--- src/rtl/ex_muldiv_unit.sv ---
// ex_muldiv_unit: iterative multiply/divide unit with HI/LO registers.
// It runs a radix-2 shift-add multiply or a restoring divide on operand
// magnitudes, then fixes the signs in a final cycle. It requests an EX stall
// while busy if the instruction in EX needs the unit.
module ex_muldiv_unit #(
  parameter int WIDTH = 32,
  parameter int CNT_W = $clog2(WIDTH) + 1
) (
  input  logic             clk,
  input  logic             reset,
  input  logic             i_start,
  input  logic [1:0]       i_op,
  input  logic [WIDTH-1:0] i_operand_a,
  input  logic [WIDTH-1:0] i_operand_b,
  input  logic             i_mthi,
  input  logic             i_mtlo,
  input  logic             i_read_hilo,
  input  logic             i_flush,
  output logic [WIDTH-1:0] o_hi,
  output logic [WIDTH-1:0] o_lo,
  output logic             o_busy,
  output logic             o_stall,
  output logic             o_done
);

  typedef enum logic [1:0] {
    S_IDLE  = 2'd0,
    S_CALC  = 2'd1,
    S_FIXUP = 2'd2
  } state_t;

  state_t r_state;
  state_t w_next;
  logic   w_accept;

  logic [CNT_W-1:0]   r_cnt;
  logic               r_is_div;
  logic               r_div0;
  logic               r_neg_res;   // negate product / quotient
  logic               r_neg_rem;   // negate remainder (dividend was negative)
  logic [WIDTH-1:0]   r_a;         // multiplicand magnitude
  logic [WIDTH-1:0]   r_b;         // divisor magnitude
  logic [WIDTH-1:0]   r_raw_a;     // unmodified dividend, returned on divide by zero
  logic [2*WIDTH-1:0] r_acc;       // multiply: {partial product, remaining multiplier bits}
  logic [WIDTH:0]     r_rem;       // divide: partial remainder
  logic [WIDTH-1:0]   r_quo;       // divide: dividend bits shifting out, quotient bits shifting in
  logic [WIDTH-1:0]   r_hi;
  logic [WIDTH-1:0]   r_lo;
  logic               r_done;

  // Operand conditioning: signed ops work on magnitudes, unsigned ops use raw values.
  logic             w_signed;
  logic [WIDTH-1:0] w_mag_a;
  logic [WIDTH-1:0] w_mag_b;
  logic             w_b_zero;

  assign w_signed = ~i_op[0];
  assign w_mag_a  = (w_signed && i_operand_a[WIDTH-1]) ? -i_operand_a : i_operand_a;
  assign w_mag_b  = (w_signed && i_operand_b[WIDTH-1]) ? -i_operand_b : i_operand_b;
  assign w_b_zero = (i_operand_b == '0);

  // One shift-add step: add the multiplicand when the current multiplier bit is set.
  logic [WIDTH:0] w_mul_sum;
  assign w_mul_sum = {1'b0, r_acc[2*WIDTH-1:WIDTH]} + {1'b0, (r_acc[0] ? r_a : '0)};

  // One restoring step. The difference is one bit wider than the remainder
  // so its top bit is a clean borrow flag.
  logic [WIDTH+1:0] w_div_diff;
  logic             w_div_fits;
  assign w_div_diff = {r_rem, r_quo[WIDTH-1]} - {2'b00, r_b};
  assign w_div_fits = ~w_div_diff[WIDTH+1];

  // Final sign correction applied in FIXUP.
  logic [2*WIDTH-1:0] w_prod_fix;
  logic [WIDTH-1:0]   w_quo_fix;
  logic [WIDTH-1:0]   w_rem_fix;
  assign w_prod_fix = r_neg_res ? -r_acc : r_acc;
  assign w_quo_fix  = r_neg_res ? -r_quo : r_quo;
  assign w_rem_fix  = r_neg_rem ? -r_rem[WIDTH-1:0] : r_rem[WIDTH-1:0];

  // State register.
  always_ff @(posedge clk) begin
    // NOTE: non-blocking assignments in clocked blocks, so every register samples pre-edge values.
    if (reset) r_state <= S_IDLE;
    else       r_state <= w_next;
  end

  // Next-state logic and start acceptance; a flush overrides everything.
  always_comb begin
    // NOTE: defaults first so that every path assigns every output and no latch is inferred.
    w_next   = r_state;
    w_accept = 1'b0;
    unique case (r_state)
      S_IDLE: begin
        if (i_start && !i_flush) begin
          w_accept = 1'b1;
          w_next   = (i_op[1] && w_b_zero) ? S_FIXUP : S_CALC;
        end
      end
      S_CALC: begin
        if (r_cnt == CNT_W'(WIDTH - 1)) w_next = S_FIXUP;
      end
      S_FIXUP: w_next = S_IDLE;
      default: w_next = S_IDLE;
    endcase
    if (i_flush) w_next = S_IDLE;
  end

  // Datapath: operand capture, iteration, sign fix-up, HI/LO writes and done pulse.
  always_ff @(posedge clk) begin
    if (reset) begin
      // NOTE: the working registers are cleared along with the architectural ones, so an aborted op leaves nothing behind.
      r_cnt     <= '0;
      r_is_div  <= 1'b0;
      r_div0    <= 1'b0;
      r_neg_res <= 1'b0;
      r_neg_rem <= 1'b0;
      r_a       <= '0;
      r_b       <= '0;
      r_raw_a   <= '0;
      r_acc     <= '0;
      r_rem     <= '0;
      r_quo     <= '0;
      r_hi      <= '0;
      r_lo      <= '0;
      r_done    <= 1'b0;
    end else begin
      r_done <= 1'b0;
      unique case (r_state)
        S_IDLE: begin
          if (w_accept) begin
            r_cnt     <= '0;
            r_is_div  <= i_op[1];
            r_div0    <= i_op[1] & w_b_zero;
            r_neg_res <= w_signed & (i_operand_a[WIDTH-1] ^ i_operand_b[WIDTH-1]);
            r_neg_rem <= w_signed & i_operand_a[WIDTH-1];
            r_a       <= w_mag_a;
            r_b       <= w_mag_b;
            r_raw_a   <= i_operand_a;
            r_acc     <= {{WIDTH{1'b0}}, w_mag_b};
            r_rem     <= '0;
            r_quo     <= w_mag_a;
          end else if (!i_flush && i_mthi) begin
            r_hi <= i_operand_a;
          end else if (!i_flush && i_mtlo) begin
            r_lo <= i_operand_a;
          end
        end
        S_CALC: begin
          if (!i_flush) begin
            r_cnt <= r_cnt + CNT_W'(1);
            if (r_is_div) begin
              r_rem <= w_div_fits ? w_div_diff[WIDTH:0] : {r_rem[WIDTH-1:0], r_quo[WIDTH-1]};
              r_quo <= {r_quo[WIDTH-2:0], w_div_fits};
            end else begin
              r_acc <= {w_mul_sum, r_acc[WIDTH-1:1]};
            end
          end
        end
        S_FIXUP: begin
          if (!i_flush) begin
            r_done <= 1'b1;
            if (r_div0) begin
              r_hi <= r_raw_a;
              r_lo <= '1;
            end else if (r_is_div) begin
              r_hi <= w_rem_fix;
              r_lo <= w_quo_fix;
            end else begin
              r_hi <= w_prod_fix[2*WIDTH-1:WIDTH];
              r_lo <= w_prod_fix[WIDTH-1:0];
            end
          end
        end
        default: ;
      endcase
    end
  end

  assign o_hi    = r_hi;
  assign o_lo    = r_lo;
  assign o_busy  = (r_state != S_IDLE);
  assign o_stall = o_busy & (i_start | i_mthi | i_mtlo | i_read_hilo);
  assign o_done  = r_done;

endmodule

--- config.mk ---
export PLATFORM = sky130hd
export DESIGN_NAME = ex_muldiv_unit
export DESIGN_NICKNAME = d
export VERILOG_FILES = /design/src/rtl/ex_muldiv_unit.sv
export SDC_FILE = /design/constraint.sdc
export NUM_CORES = 1
export LEC_CHECK = 0
export CAP_MARGIN = 25
export CORE_MARGIN = 2
export CORE_UTILIZATION = 45
export DETAILED_ROUTE_END_ITERATION = 10
export SLEW_MARGIN = 40
export SYNTH_ARGS = -nofsm -noshare
export SYNTH_HDL_FRONTEND = slang
export SYNTH_SLANG_ARGS = --single-unit
--- constraint.sdc ---
create_clock -name clk -period 8.5 [get_ports clk]
set_clock_uncertainty 0.2 [all_clocks]
set_input_delay 2.55 -clock clk [delete_from_list [all_inputs] [get_ports clk]]
set_output_delay 2.55 -clock clk [all_outputs]
set_load 0.005 [all_outputs]
==> After elaboration in Yosys (flattened, before gate mapping) <==
Index checks and enable logic that the tools add are counted.
{ "word_totals": {"ff_bits": 302, "inputBits": 73, "output_inout_bits": 67} }
{ "op_classes": {"n_eq_ne": 14, "addsub": 8, "reduce_logical": 21, "n_bitwise": 11, "n_mux": 42} }
{ "ops": {"columns": ["cell", "n"], "rows": [
  ["$mux W32", 19],
  ["$mux W64", 4],
  ["$pmux W32 S2", 3],
  ["$mux W33", 4],
  ["$neg A32 Y32", 4],
  ["$pmux W64 S2", 1],
  ["$pmux W33 S2", 1],
  ["$neg A64 Y64", 1],
  ["$sub A34 B32 Y34", 1],
  ["$add A32 B32 Y33", 1],
  ["$logic_not A32 Y1", 1],
  ["$ne A2 B2 Y1 const B", 11],
  ["$mux W6", 2],
  ["$pmux W6 S2", 1],
  ["$reduce_and A4 Y1", 3],
  ["$add A6 B1 Y6 const B", 1],
  ["$eq A6 B5 Y1 const B", 1],
  ["$logic_and A1 B1 Y1", 6],
  ["$mux W2", 3],
  ["$reduce_bool A2 Y1", 3],
  ["$reduce_and A5 Y1", 1],
  ["$and A1 B1 Y1", 4],
  ["$pmux W2 S2", 1],
  ["$reduce_and A2 Y1", 2],
  ["other kinds (10)", 17]
]} }

==> Depth between registers and ports, before layout <==
Gate-level depths: netlist of the first run.
{ "depth": {"word_depth": 6, "mapped_depth": 15, "ltp_nobuf": 14} }

==> Least setup slack after synthesis of the first run <==
OpenSTA, ideal clock, no wires.
{ "synth_path": {"path_kind": "input-to-output", "startpoint": "input i_start", "endpoint": "output o_stall", "n_path_buf": 1, "path_stages": 3, "arrival_ns": 3.014, "setup_slack_ns": 2.736, "cell_sequence": "clkbuf_1 > nor2_1 > a21boi_0"} }
{ "synth_between": {"elab_chain_len": 4} }
{ "synth_lines": {"columns": ["item", "line_no", "text"], "rows": [
  ["start: declaration", "11", "input logic i_start,"],
  ["$or A1 B1 Y1 (3 in a row)", "183", "assign o_stall = o_busy & (i_start | i_mthi | i_mtlo | i_read_hilo);"],
  ["$and A1 B1 Y1", "183", null],
  ["end: declaration", "22", "output logic o_stall,"]
]} }
No other way between the ends.

==> Worst setup path after layout of the first run <==
Same ends and word-level chain as after synthesis.

==> metrics.md, run 1 <==
| Metric | Value |
|---|---|
| Clock Root Buffer | clkbuf_16 |
| Leak | 8.67 nW |
| DRC violations left | 0 |
| Diodes inserted | 0 |
| Gr ovfl total | 0 |
| DRT iter0 DRCs | 1944 |
| Hold Path Depth | 2 |
| Chip height | 214 microns |
| Std-Cell Rows | 76 |
| Worst Setup Slack, final | 1.81 ns |
| Final Max Slew Viols | 0 |
| Worst slack, placed | 1.81 ns |
| Synth cell types | 82 |
| Power per cell area | 170 mW/mm^2 |
| Reg2Reg Depth | 13 |
| Synth Instances | 2613 |
| Clk Latency, worst-skew pair | 0.56 ns |
| Clock Sinks | 301 |
| Pin count of the biggest net entering global routing | 102 |
| # setup viols final | 0 |
| CP Class | input port to output port |
| Design area | 0.0228 sq mm |
| First-pass GRT wire length | 111000 microns |
| Average wire per standard cell | 22.5 microns |
| Crit. End Element | output port |
| Fin crit share | 78.7% |
| Synth warn | 0 |
| CTS max path bufs | 3 |
| Area growth syn-to-layout | 15.5% |
| Required @ worst endpoint | 5.75 ns |
| Critical Path Fanout Max | 7 |
| Synth top area share | 30.5% |
| Sequential area share after synthesis | 30.5% |
| Worst slew margin | 44.7% |
| Critical Path Source Type | input port |
| Post-synth EDFFs | 0 |
| FFs w/ async S/R, synth | 0% |
| Routed Antenna Nets | 0 |
| CTS resizes | 0 |
| Setup bufs post-CTS | 0 |
| Period minus WS final | 6.69 ns |
| Initial antenna violation count | 0 |
| Fmax | 150 MHz |
| Max_cap viols | 0 |
| Starting density of the core | 45.7% |
| Setup TNS | 0 ns |
| Top post-synthesis cells by area | dfxtp_1 30%, a21oi_1 6.2%, nor2_1 6.0%, xnor2_1 5.9%, nand2_1 5.2% |
| Via Count | 19978 |
| Synth area leader | dfxtp_1 |
| Arrival time at the worst endpoint | 3.94 ns |
| #FFs+latches synth | 301 |
| CTS buffer count | 38 |
| Status | completed |
| Post-synth top cells | 316 x nor2_1, 301 x dfxtp_1, 276 x nand2_1 |
| Hold-fix buffers at CTS | 0 |
| Maximum VDD drop | 0.117 mV |
| RSZ-0062 raised after global routing | no |
| Final nets | 2795 |
| Hold Crit Class | flip-flop to flip-flop |
| Final WL | 73300 microns |
| DPL Wire Length | 54100 microns |
| Post-synthesis cell area | 0.0198 sq mm |
| Count leader, synth | nor2_1 |
| Clock tree from TritonCTS | done |
| Placeable Area | 0.0433 sq mm |
| Vias in the first global route | 17984 |
| Mapped Nets | 2758 |
| Post-Place Cell Area | 0.0216 sq mm |
| Worst slew pin tran | 0.830 ns |
| Total iterations of the first detailed-routing run | 5 |
| GPL Wtd Cong | 0.951 |
| Vias per Instance | 6.13 |
| Die extent in x | 214 microns |
| H-tree lvl count | 2 |
| Total GRT Usage | 31.9% |
| Die ar. | 0.0456 sq mm |
| Ys flop type | dfxtp_1 |
| Layout cells sized above 1 | 5.38% |
| Fin. Hold Viols | 0 |
| Average size of a mapped cell | 7.57 sq um |
| Port buffer count | 139 |
| I/O pins | 140 |
| Clk slew on worst S/H paths | 0.05 ns |
| Design Power | 0.00389 W |
## report_power, final
| group | internal, W | switching, W | leakage, nW |
|---|---|---|---|
| Sequential | 0.00147 | 0.0000663 | 2.45 |
| Combinational | 0.000240 | 0.000417 | 5.59 |
| Clock | 0.00103 | 0.000662 | 0.627 |
| Total | 0.00275 | 0.00115 | 8.67 |
## through the flow
step | cells | util, % | hold slack (ns)
2_1_floorplan | 2613 | - | 0.227
5_1_grt | 3261 | 52.8 | 0.254
6_report | 3261 | 52.8 | 0.236
3_5_place_dp | 3195 | 49.8 | 0.230
3_3_place_gp | 3195 | 49.8 | 0.231
4_1_cts | 3261 | 52.8 | 0.237
## state kept, by name, indices dropped and copies added (netlist names), 2 cells and up
signal	flops
r_acc	64
r_rem	33
o_hi	32
o_lo	32
r_a	32
r_b	32
r_quo	32
r_raw_a	31
r_cnt	6
r_state	2
## routing by layer
metal	global-route usage [%]	vias to the layer above	part of all wire, %
li1	-	9487	-
met1	46.3	9619	46
met2	49.8	787	45
met3	3.85	85	7.0
met4	8.57	0	2.2
met5	0	-	0
## critical path, cell delays in order
cell	delay, ns
clkdlybuf4s50_1	0.59
nor2_1	0.10
a21boi_0	0.18
clkdlybuf4s50_1	0.53
## layout make-up
| cell class | instances | area (sq um) |
|---|---|---|
| tap | 585 | 732 |
| timing repair buffer | 170 | 1640 |
| inverter | 104 | 390 |
| multi-input combinational | 2035 | 12800 |
| sequential | 301 | 6030 |
| clock inverter | 13 | 180 |
| clock buffer | 53 | 1110 |
| fill | 4193 | 20400 |
## cell families (layout without fill, tap and decap cells)
group                      after synthesis  count (layout)  synth area share [%]
and+or+nand+nor                        862             862                  19.9
AOI/OAI and AO/OA                      850             850                  28.2
DFF                                    301             301                  30.5
buffers and inverters                  277             340                  5.33
xor gates and xnor gates               217             217                  9.61
adders and majority gates               72              72                  4.63
muxes                                   34              34                  1.86
## path summary, 6_finish.rpt
path / startpoint / to / slack (ns)
max: i_start / o_stall / 1.81
min: o_hi[22] / o_hi[22] / 0.24
max reg2reg: r_acc[0] / r_acc[53] / 4.25
min reg2reg: o_hi[22] / o_hi[22] / 0.24
## placed cells by master (no fill, tap or decap), types with 35 or more instances in the layout
| cell type | count |
|---|---|
| nor2_1 | 312 |
| xor2_1 | 83 |
| dfxtp_1 | 297 |
| clkdlybuf4s50_1 | 138 |
| o21ai_0 | 173 |
| inv_1 | 103 |
| ha_1 | 70 |
| a211oi_1 | 80 |
| o221ai_1 | 35 |
| a221oi_1 | 59 |
| clkbuf_16 | 39 |
| nand2_1 | 273 |
| xnor2_1 | 134 |
| o31ai_1 | 42 |
| and2_1 | 39 |
| nor3_1 | 58 |
| a21oi_1 | 246 |
Note: power is estimated with default switching activity, not from simulation.
==> run 2, diff against run 1 <==
clock period = 6.2 ns   (was 8.5 ns; I/O delays follow)
==> run 2 against run 1 <==
Compared with the run above: sequential power grew 37%; largest power group unchanged; clock power rose by 34%; hold slack gained 0.00083 ns; non-clock buffer count rose by 12; core utilization increased by 0.095 points; setup slack lost 0.90 ns.
==> metrics.md, run 2 (synthesis results as in run 1) <==
| Metric | Value |
|---|---|
| Clk slew on worst S/H paths | 0.05 ns (about the same) |
| Gr ovfl total | 0 (unchanged) |
| Max FFs per register | 64 (unchanged) |
| CP Class | input port to output port |
| Largest register by flop count | r_acc |
| Placeable Area | 0.0433 sq mm (unchanged) |
| Clock Sinks | 301 (unchanged) |
| Fin crit share | 85.3% |
| Die extent in x | 214 microns (unchanged) |
| DRC violations left | 0 (unchanged) |
| Final nets | 2807 (+0.43%) |
| I/O pins | 140 (unchanged) |
| Port buffer count | 139 (unchanged) |
| Setup TNS | 0 ns (unchanged) |
| Fin. Hold Viols | 0 (unchanged) |
| Std-Cell Rows | 76 (unchanged) |
| Average wire per standard cell | 22.8 microns (+1.5%) |
| RSZ-0062 raised after global routing | no |
| # setup viols final | 0 (unchanged) |
| CTS max path bufs | 3 (unchanged) |
| Die ar. | 0.0456 sq mm (unchanged) |
| CTS resizes | 0 (unchanged) |
| Clock tree from TritonCTS | done |
| Diodes inserted | 0 (unchanged) |
| Total GRT Usage | 32.2% (+0.31 points) |
| Final Max Slew Viols | 0 (unchanged) |
| Area growth syn-to-layout | 15.7% |
| Clock Root Buffer | clkbuf_16 |
| DPL Wire Length | 55500 microns (+2.7%) |
| Critical Path Fanout Max | 7 (unchanged) |
| CTS buffer count | 38 (unchanged) |
| Vias per Instance | 6.15 (+0.31%) |
| First-pass GRT wire length | 112000 microns (+0.58%) |
| Design area | 0.0229 sq mm (+0.18%) |
| Regs by FF count | r_acc x64, r_rem x33 |
| Commonest non-fill, non-tap cell in the layout | nor2_1 |
| H-tree lvl count | 2 (unchanged) |
| Status | completed |
| Most frequent cells in the layout | 313 x nor2_1, 297 x dfxtp_1, 273 x nand2_1 |
| Critical Path Source Type | input port |
| Vias in the first global route | 18377 (+2.2%) |
| Pin count of the biggest net entering global routing | 100 (-2.0%) |
| Layout cells sized above 1 | 5.55% (+0.17 points) |
| Maximum VDD drop | 0.178 mV (+52%) |
| Via Count | 20101 (+0.62%) |
| GPL Wtd Cong | 0.949 (-0.15%) |
| DRT iter0 DRCs | 1911 (-1.7%) |
| Total iterations of the first detailed-routing run | 6 (+1) |
| Required @ worst endpoint | 4.14 ns (-1.61 ns) |
| Fmax | 189 MHz |
| Power per cell area | 231 mW/mm^2 (+36%) |
| Initial antenna violation count | 0 (unchanged) |
| Crit. End Element | output port |
| Max_cap viols | 0 (unchanged) |
| Worst slew margin | 43.5% (-1.2 points) |
| Post-Place Cell Area | 0.0217 sq mm (+0.48%) |
| Final WL | 74600 microns (+1.8%) |
| Worst slew pin tran | 0.844 ns (+0.0148 ns) |
| Setup bufs post-CTS | 0 (unchanged) |
| Clk Latency, worst-skew pair | 0.57 ns (about the same) |
| Hold Crit Class | flip-flop to flip-flop |
| Routed Antenna Nets | 0 (unchanged) |
| Arrival time at the worst endpoint | 3.23 ns (-0.71 ns) |
| Leak | 8.72 nW (+0.50%) |
| Period minus WS final | 5.29 ns |
| Starting density of the core | 45.7% (unchanged) |
| Hold-fix buffers at CTS | 0 (unchanged) |
| Chip height | 214 microns (unchanged) |
==> run 2: cell types whose count changed in the layout (fill, tap and decap cells not counted), sizes merged <==
| cell | change |
|---|---|
| clkinv | +3 |
| inv | -1 |
| clkbuf | -1 |
| clkinvlp | -3 |
| buf | +12 |
==> run 2: area by class of cell <==
class,count,area (sq um)
clock buffers,52,1070
clock inverters,12,164
fillers,4178,20400
inverters,104,390
multi-input cells,2035,12800
flip-flops and latches,301,6040
well taps,585,732
repair buffers,182,1740
==> run 2: final timing paths <==
check,end,start,slack (ns),depth (start not counted)
worst min-delay path,o_hi[22],o_hi[22],0.24,2
worst min register to register,o_hi[22],o_hi[22],0.24,2
worst max register to register,r_acc[53],r_acc[0],1.77,13
worst max-delay path,o_stall,i_start,0.91,4
==> run 2: per-layer routing <==
metal	routed length [microns]	vias to the layer above	GRT usage [%]
met5	0	-	0
met4	2600	0	12.0
met3	6300	119	5.55
met2	32800	857	49.2
met1	32900	9607	45.3
li1	-	9518	-
==> run 2: per-stage QoR <==
stage / util [%] / cells / total power, W / setup WS [ns] / hold WS [ns]
3_5_place_dp: 50.1 / 3207 / 0.00304 / 0.793 / 0.231
4_1_cts: 52.9 / 3271 / 0.00530 / 0.910 / 0.240
2_1_floorplan: - / 2613 / 0.00269 / 1.66 / 0.227
3_3_place_gp: 50.0 / 3207 / 0.00303 / 0.919 / 0.229
6_report: 52.9 / 3271 / 0.00528 / 0.912 / 0.237
5_1_grt: 52.9 / 3271 / 0.00548 / 0.843 / 0.267
==> run 2: worst max-delay path, stage by stage <==
cell and delay (ns):
clkdlybuf4s50_1 0.59, nor2_1 0.09, a21boi_0 0.16, clkdlybuf4s50_1 0.52
==> run 2: power by group <==
| part | switching (W) | leakage (nW) | internal, W | total [W] |
|---|---|---|---|---|
| Combinational | 0.000575 | 5.65 | 0.000335 | 0.000910 |
| Clock | 0.000896 | 0.608 | 0.00136 | 0.00226 |
| Sequential | 0.0000924 | 2.45 | 0.00202 | 0.00211 |
| Total | 0.00156 | 8.72 | 0.00372 | 0.00528 |
==> patch 1: new RTL, config.mk and constraints of run 2 <==
The 3 states of `state_t` get a one-hot encoding in 3 bits.
--- a/src/rtl/ex_muldiv_unit.sv
+++ b/src/rtl/ex_muldiv_unit.sv
@@ -25,6 +25,6 @@
 
-  typedef enum logic [1:0] {
-    S_IDLE  = 2'd0,
-    S_CALC  = 2'd1,
-    S_FIXUP = 2'd2
+  typedef enum logic [2:0] {
+    S_IDLE  = 3'b001,
+    S_CALC  = 3'b010,
+    S_FIXUP = 3'b100
   } state_t;
Function: no difference found for any inputs over 4 cycles, from zero or initial values and one cycle with reset high; so few cycles prove little.
==> patch 1 against run 2 <==
Area after synthesis up 1.9%. Setup slack better by 0.17 ns. Sequential power about the same. Register-to-register slack got worse by 0.14 ns. Total power decreased by 1.8%. Routed wire length grew 3.7%. Cell area grew 1.3%. Sequential cell count rose by 1. Largest power group unchanged. Highest routed layer unchanged.
==> patch 1: results (changes against run 2) <==
Timing
The worst hold margin came to 0.254 ns (+0.0170 ns). The worst-case headroom to the max-slew limit is 38.8% (-4.7 points). The final critical-path share of the clock period is 82.5% (-2.7 points). The number of max-slew violations in the final report came to 0 (unchanged).

Clocking
The maximum number of buffers from clock root to sink is 3 (unchanged). The total of cells resized after clock tree synthesis is 0 (unchanged). The root cell of the clock tree is clkbuf_16. The clock reaches the later pin of the worst-skew pair after 0.56 ns. The clock buffer count from CTS was 36 (-5.3%). The total setup buffers inserted after CTS is 0 (unchanged).

Worst setup path
The top fanout value on the critical path is 3 (-4). In this run the critical register-to-register path is launched from r_acc[0]. The path depth of the worst reg2reg path is 12 (-1).

The worst reg-to-reg setup slack is 1.63 ns (-0.14 ns). The worst path arrival time is 3.06 ns (-0.17 ns). The worst reg2reg path endpoint is r_acc[52].

Placement
The number of placed instances with taps included came to 3252 (+1.4%). The placed wire-length estimate is 57.4 mm (+3.4%). The setup slack at placement is 0.941 ns (+0.148 ns).

The area of placed instances is 0.0220 sq mm (+1.4%). The weighted congestion at the end of routability-driven global placement is 0.965 (+1.7%).

Synthesis
The post-synthesis xor/xnor area fraction came to 9.60% (-0.011 points). The share of the yosys chip area belonging to registers is 30.0% (-0.47 points). The fraction of the mapped netlist area in compound gates is 27.1% (-1.1 points). The number of distinct standard cells referenced by the synthesized netlist is 80 (-2.4%).

The synthesized-area fraction occupied by adder cells is 4.54% (-0.086 points). The synthesized area per cell came to 7.53 sq um (-0.54%). The async set-or-reset flop fraction in the synthesized netlist is 0% (unchanged).

By area the synthesized netlist is led by dfxtp_1 (30%), a21oi_1 (6.8%), nor2_1 (5.9%). By count the netlist is led by nor2_1 (319), dfxtp_1 (302), a21oi_1 (275). The number of enable-type register cells in the synthesized netlist came to 0 (unchanged). The portion of netlist area occupied by mux cells is 2.47% (+0.61 points).

Status
The flow ran to the end, and the final reports show no timing, DRC or antenna violations.

GRT
The global-route usage over all layers is 32.4% (+0.19 points). The first-pass GRT wire length is 116 mm (+3.8%). The number of global-route vias before repair was 19300 (+4.9%).

The pin count of the biggest net entering global routing is 85 (-15%).

Cells and area
The share of cells above drive strength 1 is 5.80% (+0.26 points). The total number of nets in the final design came to 2844 (+1.3%). The antenna diode instance count is 0 (unchanged). The count of filler cells inserted in the layout is 4321 (+3.4%).

Route
The number of design-rule violations left by the first detailed-router iteration is 2211 (+16%). The count of vias placed by the detailed router is 20500 (+1.9%). The final routed wire length divided by cell count is 23.4 um (+2.4%). The detail-routed via count per cell is 6.18 (+0.53%). The detailed-routing iteration count for the pre-antenna-repair pass is 7 (+1).

Worst hold path
The critical hold path startpoint is o_lo[1]. The number of cells on the worst hold path came to 2 (unchanged). The hold path endpoint is o_lo[1].

Power
The worst voltage drop across the vdd grid is 197 uV (+11%). The leakage power of the design is 8.66 nW (-0.66%).
-- patch 1: worst max-delay path: stages --
cell and delay [ns]:
clkdlybuf4s50_1 0.50, nor2_1 0.07, a21oi_1 0.12, clkdlybuf4s50_1 0.51
-- patch 1: report_power, final --
part	switching, mW	total [mW]	leakage [nW]	internal [mW]
clock	0.885	2.20	0.580	1.31
combinational	0.547	0.877	5.62	0.329
sequential	0.0940	2.11	2.46	2.02
total	1.53	5.19	8.66	3.66
-- patch 1: area by class of cell --
class	instances	area, sq um	area share (%)
inverter	74	278	1.20
clock buffer	53	1070	4.60
sequential	302	6050	26.1
tap	592	741	3.19
clock inverter	8	118	0.507
timing repair buffer	180	1750	7.55
multi-input combinational	2105	13200	56.9
-- patch 1: routing by layer --
layer	GRT usage [%]	part of all wire, %
met4	15.7	5.1
met2	51.6	44
met1	43.2	44
met3	4.36	6.9
met5	0	0
==> patch 2: new RTL, flow settings as in run 2 <==
Without the edit above. `WIDTH`: 32 -> 16.
--- a/src/rtl/ex_muldiv_unit.sv
+++ b/src/rtl/ex_muldiv_unit.sv
@@ -5,3 +5,3 @@
 module ex_muldiv_unit #(
-  parameter int WIDTH = 32,
+  parameter int WIDTH = 16,
   parameter int CNT_W = $clog2(WIDTH) + 1
Ports: changed (resized i_operand_a, i_operand_b, o_hi and o_lo); port bits go from 140 to 76. The function was not compared with the original's and may differ.
==> patch 2 against run 2 <==
Die area is 48% lower. Setup slack better by 0.027 ns. Area after synthesis down 48%. Critical path depth did not move. Sequential cell count fell by 145. Total power fell by 52%. Cell area decreased by 49%. Global-route usage fell by 4.9 points. Routed wire length fell by 56%. Critical path type unchanged. Largest power group is now sequential cells.
==> patch 2: results (changes against run 2) <==
Status
The run finished with clean final reports.

Clocking
The clock latency reported for the late side of the worst-skew pair is 0.44 ns (-0.13 ns). The number of hold-repair buffers added at the cts stage is 0 (unchanged). The clock-pin transition on the worst setup and hold timing paths came to 0.07 ns (+0.02 ns). The maximum number of buffers from clock root to sink is 2 (-1). The total setup buffers inserted after CTS was 0 (unchanged). The H-tree level count came to 4 (+2).

The clock buffer count from CTS was 17 (-55%).

GRT
The number of global-route vias before repair was 9006 (-51%). The pin count of the biggest net entering global routing came to 61 (-39%). The first-pass GRT wire length is 51.1 mm (-54%). The number of antenna violations at the first check in global routing is 0 (unchanged).

The global-route usage over all layers is 27.3% (-4.9 points).

Synthesis
By area the synthesized netlist is led by dfxtp_1 (31%), a21oi_1 (6.1%), nor2_1 (5.7%). The number of warnings reported in the yosys synthesis log came to 0 (unchanged). The share of the yosys chip area belonging to registers is 30.6% (+0.17 points). The post-synth net total is 1415 (-49%). The number of distinct standard cells referenced by the synthesized netlist is 64 (-22%). Ranked by instance count, the synthesized netlist is headed by dfxtp_1 (156), nor2_1 (154), nand2_1 (139). The synthesized area per cell is 7.65 sq um (+1.0%).

Route
The number of design-rule violations left by the first detailed-router iteration is 761 (-60%). The detail-routed via count per cell is 6.00 (-2.3%). The count of vias placed by the detailed router is 9884 (-51%). The final routed wire length divided by cell count was 19.9 um (-13%). The detailed-routing iteration count for the pre-antenna-repair pass came to 5 (-1).

Placement
The number of I/O port buffers was 75 (-46%). The weighted congestion at the end of routability-driven global placement is 0.923 (-2.7%). The area of placed instances is 0.0111 sq mm (-49%). The number of placed instances with taps included is 1614 (-50%).

The placed wire-length estimate is 24.1 mm (-57%).

Worst setup path
The worst path arrival time is 3.20 ns (-0.03 ns). The cell family with the largest share of critical-path delay is buffers and inverters. For this design, the slowest cell found on the critical path is clkdlybuf4s50_1. The largest stage delay on the critical path is 0.56 ns (-0.03 ns).

The top fanout value on the critical path is 6 (-1). The worst reg-to-reg setup slack came to 2.64 ns (+0.87 ns).

Timing
The transition time of the tightest slew-check pin came to 0.814 ns (-0.0307 ns). The worst hold margin was 0.251 ns (+0.0149 ns).

Cells and area
The count of filler cells inserted in the layout was 2248 (-46%). The share of cells above drive strength 1 came to 5.14% (-0.40 points). The largest registers in the layout are r_acc: 32 flops, r_rem: 17 flops.

Power
The worst voltage drop across the vdd grid is 171 uV (-4.2%). The leakage power of the design is 4.37 nW (-50%).
patch 2: path summary, 6_finish.rpt:
kind,start,cells after the start,endpoint
max,i_start,4,o_stall
min,o_lo[13],1,o_lo[13]
max reg2reg,r_rem[11],8,r_rem[1]
min reg2reg,o_lo[13],1,o_lo[13]
patch 2: final cells by class:
cell class	count	area share, %
sequential	156	26.8
multi-input combinational	1039	56.4
inverter	41	1.32
timing repair buffer	93	7.69
clock inverter	14	1.09
clock buffer	18	3.68
tap	285	3.06
patch 2: cell families (layout without fill, tap and decap cells):
group           count (synthesis)  after routing  synth area share [%]
mux                             9              9                  1.02
fa+ha+maj                      41             41                  5.18
flops                         156            156                  30.6
compound gates                426            426                  28.2
xor+xnor                      100            100                  8.59
simple gates                  463            463                  21.1
buf+inv                       138            166                  5.25
patch 2: metrics by stage:
stage	setup WS, ns	power [mW]	utilization, %
finish	0.940	2.54	52.0
global route	0.877	2.64	52.0
CTS	0.929	2.55	51.9
detailed placement	0.946	1.55	49.5
global placement	0.979	1.54	49.4
floorplan	2.06	1.39	-
patch 2: layer usage:
layer  global-route usage, %  vias to the layer above  routed length, um
met5                       0                        -                  0
met4                    10.2                        0                974
met3                    3.92                       48               1900
met2                    42.3                      301              14400
met1                    38.6                     4652              15500
li1                        -                     4883                  -
patch 2: worst reg2reg max path, stage by stage, from the launching register on:
cell       delay [ns]
dfxtp_1          0.47
ha_1             0.34
and2_1           0.32
a2111oi_4        0.38
a21oi_1          0.09
a211o_1          0.32
or3_1            0.60
and2_4           0.35
a311o_1          0.37
patch 2: where the power goes:
part / leakage, nW / internal, mW / switching, mW / total (mW)
logic: 2.84 / 0.170 / 0.280 / 0.450
clock network: 0.261 / 0.528 / 0.483 / 1.01
registers: 1.27 / 1.04 / 0.0413 / 1.08
